$ cat src/rtl/mem_stage_lsu.sv
// ============================================================================
// Module      : mem_stage_lsu
// Description : MEM-stage load/store unit. Drives a req/ack data bus with
//               byte enables, stalls the pipeline until the access completes
//               and returns sign/zero-extended load data.
//               Optional macro LSU_MISALIGN_TRAP_EN traps misaligned accesses.
// Revision    : 1.0 - initial release
// ============================================================================
`default_nettype none

module mem_stage_lsu #(
    parameter int TIMEOUT_CYCLES = 16,
    parameter int ADDR_W         = 32
) (
    input  logic              clk,
    input  logic              reset,
    input  logic              mem_read_in,
    input  logic              mem_write_in,
    input  logic [2:0]        mask_in,
    input  logic [ADDR_W-1:0] addr_in,
    input  logic [31:0]       write_data_in,
    output logic              stall,
    output logic [31:0]       load_data,
    output logic              load_valid,
    output logic              bus_fault,
    output logic              misalign_fault,
    output logic              bus_req,
    output logic              bus_we,
    output logic [ADDR_W-1:0] bus_addr,
    output logic [3:0]        bus_be,
    output logic [31:0]       bus_wdata,
    input  logic              bus_ack,
    input  logic              bus_err,
    input  logic [31:0]       bus_rdata
);

    localparam logic [7:0] c_TIMER_LAST = 8'(TIMEOUT_CYCLES - 1);
    localparam logic [1:0] c_SZ_B = 2'b00;
    localparam logic [1:0] c_SZ_H = 2'b01;

    typedef enum logic [1:0] {
        S_IDLE = 2'd0,
        S_WAIT = 2'd1,
        S_DONE = 2'd2
    } state_t;

    state_t      r_state;
    state_t      w_state_next;
    logic [7:0]  r_timer;
    logic [1:0]  r_size;
    logic        r_unsigned;
    logic [1:0]  r_off;
    logic        r_is_load;

    logic        w_access;
    logic        w_issue;
    logic [1:0]  w_off;
    logic [3:0]  w_be;
    logic [31:0] w_wdata;
    logic [31:0] w_shifted;
    logic [31:0] w_load_ext;

    assign w_access = mem_read_in | mem_write_in;

    // Size comes from funct3[1:0] only; 10 and 11 both behave as a word.
    always_comb begin
        w_off   = 2'b00;
        w_be    = 4'b1111;
        w_wdata = write_data_in;
        case (mask_in[1:0])
            c_SZ_B: begin
                w_off   = addr_in[1:0];
                w_be    = 4'b0001 << addr_in[1:0];
                w_wdata = {4{write_data_in[7:0]}};
            end
            c_SZ_H: begin
                w_off   = {addr_in[1], 1'b0};
                w_be    = 4'b0011 << {addr_in[1], 1'b0};
                w_wdata = {2{write_data_in[15:0]}};
            end
            default: ;
        endcase
    end

`ifdef LSU_MISALIGN_TRAP_EN
    logic w_misalign;
    assign w_misalign = ((mask_in[1:0] == c_SZ_H) && addr_in[0]) ||
                        (mask_in[1] && (addr_in[1:0] != 2'b00));
    assign w_issue    = w_access & ~w_misalign;
`else
    assign w_issue    = w_access;
    assign misalign_fault = 1'b0;
`endif

    assign w_shifted = bus_rdata >> {r_off, 3'b000};

    always_comb begin
        w_load_ext = w_shifted;
        case (r_size)
            c_SZ_B:  w_load_ext = {{24{w_shifted[7] & ~r_unsigned}}, w_shifted[7:0]};
            c_SZ_H:  w_load_ext = {{16{w_shifted[15] & ~r_unsigned}}, w_shifted[15:0]};
            default: ;
        endcase
    end

    // Stall is forced low while reset is held so a held-in-reset pipeline is not frozen.
    always_comb begin
        stall = 1'b0;
        case (r_state)
            S_IDLE:  stall = w_issue;
            S_WAIT:  stall = 1'b1;
            default: stall = 1'b0;
        endcase
        stall = stall & reset;
    end

    always_comb begin
        w_state_next = r_state;
        case (r_state)
            S_IDLE:  if (w_issue) w_state_next = S_WAIT;
            S_WAIT:  if (bus_ack || (r_timer == c_TIMER_LAST)) w_state_next = S_DONE;
            S_DONE:  w_state_next = S_IDLE;
            default: w_state_next = S_IDLE;
        endcase
    end

    always_ff @(posedge clk or negedge reset) begin
        if (!reset) r_state <= S_IDLE;
        else        r_state <= w_state_next;
    end

    always_ff @(posedge clk or negedge reset) begin
        if (!reset) begin
            r_timer    <= 8'd0;
            r_size     <= 2'b00;
            r_unsigned <= 1'b0;
            r_off      <= 2'b00;
            r_is_load  <= 1'b0;
            bus_req    <= 1'b0;
            bus_we     <= 1'b0;
            bus_addr   <= '0;
            bus_be     <= 4'b0000;
            bus_wdata  <= 32'd0;
            load_data  <= 32'd0;
            load_valid <= 1'b0;
            bus_fault  <= 1'b0;
`ifdef LSU_MISALIGN_TRAP_EN
            misalign_fault <= 1'b0;
`endif
        end else begin
            load_valid <= 1'b0;
            bus_fault  <= 1'b0;
`ifdef LSU_MISALIGN_TRAP_EN
            misalign_fault <= (r_state == S_IDLE) && w_access && w_misalign;
`endif
            case (r_state)
                S_IDLE: begin
                    if (w_issue) begin
                        bus_req    <= 1'b1;
                        bus_we     <= mem_write_in;
                        bus_addr   <= {addr_in[ADDR_W-1:2], 2'b00};
                        bus_be     <= w_be;
                        bus_wdata  <= w_wdata;
                        r_size     <= mask_in[1:0];
                        r_unsigned <= mask_in[2];
                        r_off      <= w_off;
                        r_is_load  <= ~mem_write_in;
                        r_timer    <= 8'd0;
                    end
                end
                S_WAIT: begin
                    r_timer <= r_timer + 8'd1;
                    if (bus_ack) begin
                        bus_req <= 1'b0;
                        if (r_is_load) begin
                            load_data  <= w_load_ext;
                            load_valid <= 1'b1;
                        end
                        if (bus_err) begin
                            bus_fault <= 1'b1;
                            load_data <= 32'd0;
                        end
                    end else if (r_timer == c_TIMER_LAST) begin
                        bus_req   <= 1'b0;
                        bus_fault <= 1'b1;
                        load_data <= 32'd0;
                    end
                end
                default: ;
            endcase
        end
    end

endmodule

`default_nettype wire

$ cat config.mk
export PLATFORM = sky130hd
export DESIGN_NAME = mem_stage_lsu
export DESIGN_NICKNAME = d
export VERILOG_FILES = /design/src/rtl/mem_stage_lsu.sv
export SDC_FILE = /design/constraint.sdc
export NUM_CORES = 1
export LEC_CHECK = 0
export CORE_ASPECT_RATIO = 0.8
export CORE_MARGIN = 2
export CORE_UTILIZATION = 44
export CTS_BUF_LIST = sky130_fd_sc_hd__clkbuf_16
export CTS_CLUSTER_SIZE = 20
export DETAILED_ROUTE_END_ITERATION = 6
export PLACE_DENSITY = 0.89
export REMOVE_ABC_BUFFERS = 1
export SETUP_SLACK_MARGIN = 0.2
export SLEW_MARGIN = 20
export SYNTH_ARGS = -nofsm -noshare
export SYNTH_HDL_FRONTEND = slang
export SYNTH_SLANG_ARGS = --single-unit
$ cat constraint.sdc
create_clock -name clk -period 2.1 [get_ports clk]
set_input_delay 0.42 -clock clk [delete_from_list [all_inputs] [get_ports clk]]
set_output_delay 0.42 -clock clk [all_outputs]
set_load 0.02 [all_outputs]
## Word-level counts from Yosys, hierarchy flattened

Cells that the tools add are included.

| word-level totals | value |
|---|---|
| register bits | 118 |
| input bits | 105 |
| output and inout port bits | 106 |
| logic and storage cells | 68 |

| cells by class | value |
|---|---|
| add/sub/neg operators | 1 |
| equality and inequality tests | 8 |
| shift operators | 3 |
| multiplexer cells | 25 |
| bitwise operators | 6 |
| reductions and logical operators | 11 |

Operators with widths:

| operator | number |
|---|---|
| $mux 32 | 4 |
| $pmux 32 s2 | 2 |
| $shr 32x5->32 | 1 |
| $pmux 8 s2 | 1 |
| $mux 1 | 10 |
| $add 8x1->8 const B | 1 |
| $eq 8x4->1 const B | 1 |
| $mux 8 | 1 |
| $pmux 2 s2 | 2 |
| $pmux 4 s2 | 1 |
| $eq 2x1->1 const B | 3 |
| $logic_not 2->1 | 3 |
| $reduce_and 2->1 | 3 |
| $reduce_and 3->1 | 2 |
| $mux 2 | 2 |
| $ne 2x2->1 const B | 2 |
| $pmux 1 s2 | 2 |
| $reduce_bool 2->1 | 2 |
| $shl 1x2->4 const A | 1 |
| $shl 2x2->4 const A | 1 |
| $and 1x1->1 | 3 |
| $ne 3x1->1 const B | 1 |
| $ne 3x3->1 const B | 1 |
| $not 1->1 | 2 |
| other kinds (2) | 2 |

## Logic depth before layout (Yosys ltp)

Gate-level depths: netlist of run 1.

| depth | value |
|---|---|
| depth after elaboration | 6 |
| gate-level depth with buffers | 7 |
| depth with buffers taken out | 5 |

## Least setup slack after synthesis of run 1

Ideal clock, no wire load.

| timing path | value |
|---|---|
| path kind | register to register |
| start point | reg r_off[1] |
| end point | reg load_data[15] |
| setup time | 124 ps |
| arrival | 1641 ps |
| required time | 1976 ps |
| slack | 335 ps |
| stages on the path, launching flop included | 7 |
| buffers on the path | 2 |
| clock period less this slack | 1765 ps |
| cell sequence | dfrtp_1 buf_6 mux4_2 and3b_1 buf_6 nor2b_1 a211o_1 |

| on the way | value |
|---|---|
| word-level cells in the longest chain between the ends | 6 |

RTL lines:

| what | RTL line | text |
|---|---|---|
| from (decl) | 52 | `logic [1:0] r_off;` |
| from (signal assigned) | 166 | `r_off <= w_off;` |
| $shr 32x5->32 (*) | 95 | `assign w_shifted = bus_rdata >> {r_off, 3'b000};` |
| $and 1x1->1 | 100 | `c_SZ_B: w_load_ext = {{24{w_shifted[7] & ~r_unsigned}}, w_shifted[7:0]};` |
| $pmux 32 s2 (*) | 99 | `case (r_size)` |
| $mux 32 (*) | 175 | `if (r_is_load) begin` |
| $mux 32 (*) | 179 | `if (bus_err) begin` |
| $mux 32 (*) | 173 | `if (bus_ack) begin` |
| to (signal assigned) | 176 | `load_data <= w_load_ext;` |
| to (decl) | 23 | `output logic [31:0] load_data,` |

Mark *: on every way between the ends. The rest lies on a longest branch, timed or not. The select of a mux whose other input is x is not followed.
A chain may end at the register's enable or synchronous reset.

## Final worst setup path of run 1

| timing path | value |
|---|---|
| start point | in bus_rdata[31] |
| end point | reg load_data[15] |

| on the way | value |
|---|---|
| word-level cells in the longest chain between the ends | 6 |

RTL lines:

| what | RTL line | text |
|---|---|---|
| from (decl) | 34 | `input logic [31:0] bus_rdata` |
| $shr 32x5->32 (*) | 95 |  |
| $and 1x1->1 | 100 |  |
| $pmux 32 s2 (*) | 99 |  |
| $mux 32 (*) | 175 |  |
| $mux 32 (*) | 179 |  |
| $mux 32 (*) | 173 |  |

Marks and branches as above.

==> results.sh, run 1 <==
export IMPL_status="completed"
export IMPL_synth_fa_ha_area_frac=0.00234
export IMPL_routed_via_density=5.45
export IMPL_final_cell_area_um2=8390
export IMPL_post_dp_hpwl_um=11100
export IMPL_cpMaxStageDelayCell="mux4_2"
export IMPL_ios=211
export IMPL_p_leak_nw=3.63
export IMPL_peakVddDrop_uv=999
export IMPL_coreArea_um2=11700
export IMPL_grt_max_degree=119
export IMPL_root_buffer="clkbuf_16"
export IMPL_hold_class="primary input to async pin"
export IMPL_cp_end_kind="flip-flop"
export IMPL_cts_hold_buf=0
export IMPL_grt_setup_unrepaired="true"
export IMPL_maxCapViolCount=0
export IMPL_synth_top_cell_by_area="dfrtp_1"
export IMPL_synthesis_area_um2=5350
export IMPL_start_util=0.457
export IMPL_yosysMostFrequentCell="dfrtp_1"
export IMPL_worstPathCellList="clkdlybuf4s50_1 -> mux4_2 -> and3b_1 -> nor2b_1 -> a211o_1"
export IMPL_placed_area_um2=7730
export IMPL_finalNonFillerCells=842
export IMPL_netlist_instances=453
export IMPL_finalWirelength_um=15500
export IMPL_synth_top_area_share=0.552
export IMPL_drt_wirelength_per_cell_um=18.5
export IMPL_critical_path_class="primary input to flip-flop"
export IMPL_path_max_fanout=8
export IMPL_drc=0
export IMPL_overflow=0
export IMPL_synth_avg_cell_area_um2=11.8
export IMPL_synth_compound_area_frac=0.137
export IMPL_insertion_delay_ns=0.41
export IMPL_routed_via_count=4591
export IMPL_grt_first_pass_wirelength_um=24500
export IMPL_final_antenna_net_count=0
export IMPL_clkSinkCount=118
export IMPL_synth_seq_cells=118
export IMPL_syn2layout_area_growth_pct=56.9
export IMPL_antenna_found_initial=0
export IMPL_setup_viol=0
export IMPL_synthSimpleGateAreaFrac=0.0791
export IMPL_clkSlewWorstSetupHoldPaths_ns=0.05
export IMPL_cts_buffer_depth=2
export IMPL_yosysWarnings=0
export IMPL_synth_edf_count=0
export IMPL_yosys_area_share_xor_xnor=0.00164
export IMPL_rows=35
export IMPL_synth_area_top_cells="dfrtp_1 55%, mux2_2 12%, mux2i_1 6.6%, o21ai_0 4.0%, a221o_1 3.0%"
export IMPL_synthTopCellsByCount="118 x dfrtp_1, 58 x mux2_2, 43 x o21ai_0"
export IMPL_cts_tree="built"
export IMPL_post_route_min_period_ns=1.87
export IMPL_crit_buf_inv=1
export IMPL_slowest_delay_ns=0.55
export IMPL_io_buffers=207
export IMPL_finalHoldViolations=0
export IMPL_maxClockFrequency_ghz=0.534
export IMPL_die_height_um=103
export IMPL_synthMuxAreaShare=0.192
export IMPL_finalPower_w=0.0121
export IMPL_worst_pin_slew_ns=0.645
export IMPL_firstDrtPassIters=6
export IMPL_cp_arrival_ns=2.16
export IMPL_grt_pass1_vias=4743
export IMPL_cp_top_family="multiplexers"
export IMPL_antenna_cells=0
export IMPL_fin_skew_ns=0.00619
export IMPL_seq_area_frac_synth=0.552
export IMPL_synth_flop_cell="dfrtp_1"
export IMPL_dieArea_um2=13100
export IMPL_cts_made_buffers=17
export IMPL_fp_dieW_um=127
export IMPL_crit_path_start_kind="primary input"
export IMPL_synth_distinct_cells=40
export IMPL_grtUsageTotal=0.241
export IMPL_htreeDepth=4
export IMPL_drive_gt1_frac=0.197
export IMPL_routabilityCongestion=0.852
export IMPL_max_slew_margin_rel=0.570
export IMPL_ys_async_sr_fraction=1.00
export IMPL_synth_top_family_by_area="multiplexers"
export IMPL_drv_slew=0
export IMPL_fin_nets=787
export IMPL_powerDensity_nw_per_um2=1450
export IMPL_fin_crit_sh=0.892
export IMPL_dp_cells=807
export IMPL_cp_required_ns=2.39
export IMPL_drt_iter0_drc=296
-- logic make-up (layout without fill, tap and decap cells) --
| logic type | after synthesis | after routing |
|---|---|---|
| DFF | 118 | 118 |
| AOI/OAI and AO/OA | 108 | 108 |
| muxes | 94 | 94 |
| and+or+nand+nor | 93 | 93 |
| buffers and inverters | 37 | 276 |
| adders and majority gates | 1 | 1 |
| other | 1 | 3 |
| xor gates and xnor gates | 1 | 1 |
-- layout by cell type, fill, tap and decap left out, types with 2 or more instances in the layout --
cell type and instances:
a21oi_1 21, a221o_1 16, a221oi_1 7, a22o_1 2, and3_1 3, buf_12 5
buf_4 31, bufinv_16 4, clkbuf_16 17, clkdlybuf4s50_1 202, clkinv_2 4, clkinvlp_4 3
conb_1 3, dfrtp_1 117, dlymetal6s2s_1 3, inv_1 5, mux2_2 58, mux2i_1 35
nand2_1 40, nand2b_1 4, nand3_1 3, nor2_1 22, nor2_2 3, nor2b_1 4
nor3_1 4, o21ai_0 42, o2bb2ai_1 7, o31ai_1 8, or2_2 3
-- registers in the layout, indices dropped and copies added (netlist names) --
| name | flops |
|---|---|
| bus_fault | 1 |
| r_size | 2 |
| r_off | 2 |
| r_unsigned | 1 |
| bus_we | 1 |
| load_data | 32 |
| r_state | 2 |
| r_timer | 8 |
| r_is_load | 1 |
| bus_be | 4 |
| bus_addr | 30 |
| load_valid | 1 |
| bus_wdata | 32 |
| bus_req | 1 |
-- layer usage --
layer,global-route usage,share of wire,vias up
met2,0.411,0.50,228
met5,0,0,-
met1,0.291,0.40,2249
met4,0.0575,0.0053,0
met3,0.0976,0.099,9
li1,-,-,2105
-- metrics by stage --
step / hold slack, ns / util / setup TNS [ns] / setup slack (ns)
3_5_place_dp: 0.470 / 0.661 / -7.50 / -0.401
4_1_cts: 0.139 / 0.715 / 0 / 0.165
6_report: 0.0826 / 0.718 / 0 / 0.227
5_1_grt: 0.154 / 0.718 / 0 / 0.188
2_1_floorplan: 0.124 / - / -410.46 / -5.22
3_3_place_gp: 0.461 / 0.661 / -4.99 / -0.285
-- repair_timing --
action	in CTS	in global routing
buffers inserted	1	2
setup endpoints to repair	18	11
resized for setup	6	5
pin swaps	1	0
hold endpoints to repair	0	0
cloned	0	0
-- area by class of cell --
| cell class | instances | area, um2 |
|---|---|---|
| fill | 797 | 3300 |
| sequential | 118 | 2950 |
| timing repair buffer | 241 | 2390 |
| multi-input combinational | 300 | 2240 |
| clock buffer | 17 | 425 |
| clock inverter | 15 | 188 |
| tap | 148 | 185 |
| inverter | 3 | 11.3 |
-- power breakdown --
part / internal (W) / switching [W]
registers: 0.00323 / 0.000624
clock network: 0.00197 / 0.00104
logic: 0.00267 / 0.00260
-- path summary, 6_finish.rpt --
path | startpoint | endpoint | slack [ns] | cells after the start
max | bus_rdata[31] | load_data[15] | 0.23 | 5
min | reset | bus_we | 0.08 | 2
max reg2reg | r_off[1] | load_data[15] | 0.26 | 4
min reg2reg | bus_wdata[20] | bus_wdata[20] | 0.48 | 2
max in group asynchronous | reset | bus_wdata[16] | 1.51 | 2
min in group clk | mem_write_in | r_is_load | 0.43 | 3
No activity file was read; power rests on OpenSTA's default activity.
==> inputs of run 2 (changes only) <==
Settings changed: HOLD_SLACK_MARGIN from default to 0.03.
==> results of run 2 <==
The final DEF is identical to that of run 1; final timing and power are the same.
==> inputs of run 3 (changes only) <==
Settings changed: CORE_UTILIZATION 44 to 63, DONT_BUFFER_PORTS from default to 1, PLACE_DENSITY 0.89 to 0.87, RECOVER_POWER from default to 100.
==> results.sh, run 3 (synthesis results as in run 1) <==
export IMPL_violations="negative hold slack"
export IMPL_mostFrequentLayoutCell="dfrtp_1"
export IMPL_hold_class="primary input to async pin"
export IMPL_final_antenna_net_count=0
export IMPL_fin_nets=558
export IMPL_fillCellCount=551
export IMPL_cts_buffer_depth=2
export IMPL_post_route_min_period_ns=1.85
export IMPL_switching_share=0.394
export IMPL_drc=0
export IMPL_cp_arrival_ns=2.13
export IMPL_status="complete, but fails checks"
export IMPL_finalWirelength_um=12200
export IMPL_fin_crit_sh=0.881
export IMPL_worstPathCellList="nor2_1 -> o21ai_1 -> clkbuf_1 -> mux2_2"
export IMPL_grt_max_degree=120
export IMPL_wl_met2_um=6090
export IMPL_max_slew_margin_rel=0.241
export IMPL_cp_end_kind="flip-flop"
export IMPL_drv_slew=0
export IMPL_grtUsageTotal=0.270
export IMPL_wl_met1_um=4910
export IMPL_maxClockFrequency_ghz=0.540
export IMPL_overflow=0
export IMPL_drt_wirelength_per_cell_um=21.3
export IMPL_cts_tree="built"
export IMPL_crit_buf_inv=1
export IMPL_pwr_share_clk=0.273
export IMPL_dieArea_um2=9250
export IMPL_syn2layout_area_growth_pct=12.6
export IMPL_grt_setup_unrepaired="false"
export IMPL_grt_first_pass_wirelength_um=19100
export IMPL_crit_path_start_kind="flip-flop"
export IMPL_critical_path_class="flip-flop to flip-flop"
export IMPL_fp_dieW_um=107
export IMPL_fin_skew_ns=0.00931
export IMPL_start_util=0.639
export IMPL_drive_gt1_frac=0.235
export IMPL_cp_required_ns=2.38
export IMPL_p_switching_w=0.00378
export IMPL_maxCapViolCount=0
export IMPL_firstDrtPassIters=4
export IMPL_path_max_fanout=9
export IMPL_holdWs_ns=-0.291
export IMPL_finalWorstSetupSlack_ns=0.249
export IMPL_htreeDepth=4
export IMPL_top_layer="met4"
export IMPL_slowest_delay_ns=0.59
export IMPL_setup_viol=0
export IMPL_clkSinkCount=118
export IMPL_place_ws_ns=0.181
export IMPL_postCtsSetupRepairBufs=0
export IMPL_cpMaxStageDelayCell="o21ai_1"
export IMPL_mostFrequentLayoutCells="117 x dfrtp_1, 58 x mux2_2, 42 x o21ai_0"
export IMPL_peakVddDrop_uv=906
export IMPL_ios=211
export IMPL_p_comb_frac=0.198
export IMPL_worst_pin_slew_ns=1.13
export IMPL_cp_top_family="compound AO/OA/AOI/OAI gates"
export IMPL_final_util=0.719
export IMPL_cts_made_buffers=17
export IMPL_routed_via_density=6.18
export IMPL_wl_met3_um=1070
export IMPL_largestRegisters="bus_wdata: 32 flops, load_data: 32 flops, bus_addr: 30 flops"
export IMPL_grt_pass1_vias=3745
export IMPL_p_int_w=0.00582
export IMPL_routed_via_count=3562
export IMPL_drt_iter0_drc=248
export IMPL_routabilityCongestion=0.853
export IMPL_p_leak_nw=2.63
export IMPL_io_buffers=0
export IMPL_root_buffer="clkbuf_16"
export IMPL_finalHoldViolations=118
export IMPL_post_dp_hpwl_um=8640
export IMPL_antenna_found_initial=1
export IMPL_powerDensity_nw_per_um2=1600
export IMPL_power_share_sequential=0.529
export IMPL_coreArea_um2=8370
export IMPL_clkSlewWorstSetupHoldPaths_ns=0.06
export IMPL_die_height_um=86.4
export IMPL_insertion_delay_ns=0.40
export IMPL_rows=30
==> run 3: cell count changes in the layout (fill, tap and decap cells not counted), moves of 2 or more <==
cell             previous run  this run
dlymetal6s2s_1              3         0
bufinv_16                   4         1
inv_1                       5         3
buf_4                      31         5
clkinv_1                    0         2
clkinv_2                    4         2
clkinvlp_4                  3         5
clkdlybuf4s50_1           202         0
clkbuf_1                    0         3
==> run 3: final timing paths <==
check	cells past startpoint	end	from	slack, ns
worst min-delay path	0	bus_req	reset	-0.29
min in group clk	1	r_is_load	mem_write_in	0.13
worst min register to register	1	r_timer[7]	r_timer[7]	0.51
worst max-delay path	4	r_unsigned	r_state[0]	0.25
max in group asynchronous	0	r_timer[7]	reset	2.22
worst max register to register	4	r_unsigned	r_state[0]	0.25
==> run 3: metal layers <==
layer | track usage | vias to the layer above
met5 | 0 | -
met4 | 0.107 | 0
met3 | 0.102 | 15
met2 | 0.434 | 162
met1 | 0.333 | 1744
li1 | - | 1641
==> run 3: worst register-to-register path, cell delays in order (launching register included) <==
cell      delay [ns]
dfrtp_1         0.42
nor2_1          0.06
o21ai_1         0.59
clkbuf_1        0.29
mux2_2          0.36
==> run 3: layout make-up <==
class | count | area, um2 | area share
Clock inverter | 13 | 111 | 0.0185
Multi-Input combinational cell | 300 | 2250 | 0.373
Tap cell | 112 | 140 | 0.0233
Antenna cell | 1 | 2.50 | 0.000416
Clock buffer | 17 | 425 | 0.0707
Sequential cell | 118 | 2950 | 0.491
Timing Repair Buffer | 12 | 129 | 0.0214
Inverter | 3 | 11.3 | 0.00187
==> run 3: power by group through the flow <==
stage                     logic, W  registers, W  clock network, W
after floorplan            0.00155       0.00488                 0
final                      0.00191       0.00508           0.00262
after detailed placement   0.00192       0.00508                 0
after global routing       0.00212       0.00519           0.00275
after CTS                  0.00191       0.00508           0.00265
after global placement     0.00179       0.00506                 0
==> run 3: metrics by stage <==
step           instance area (um2)  hold WS (ns)  TNS, ns  power, W  cells
2_1_floorplan                 5180         0.124  -410.46   0.00643    421
3_3_place_gp                  5470         0.127        0   0.00686    545
3_5_place_dp                  5470         0.127        0   0.00700    545
4_1_cts                       6010        -0.305        0   0.00965    575
5_1_grt                       6020        -0.310        0    0.0101    575
6_report                      6020        -0.291        0   0.00961    576
==> run 3: repair_timing <==
item,in CTS,in global routing
setup endpoints to repair,1,17
gates resized for setup,1,7
pin swaps,0,2
hold endpoints to repair,118,118
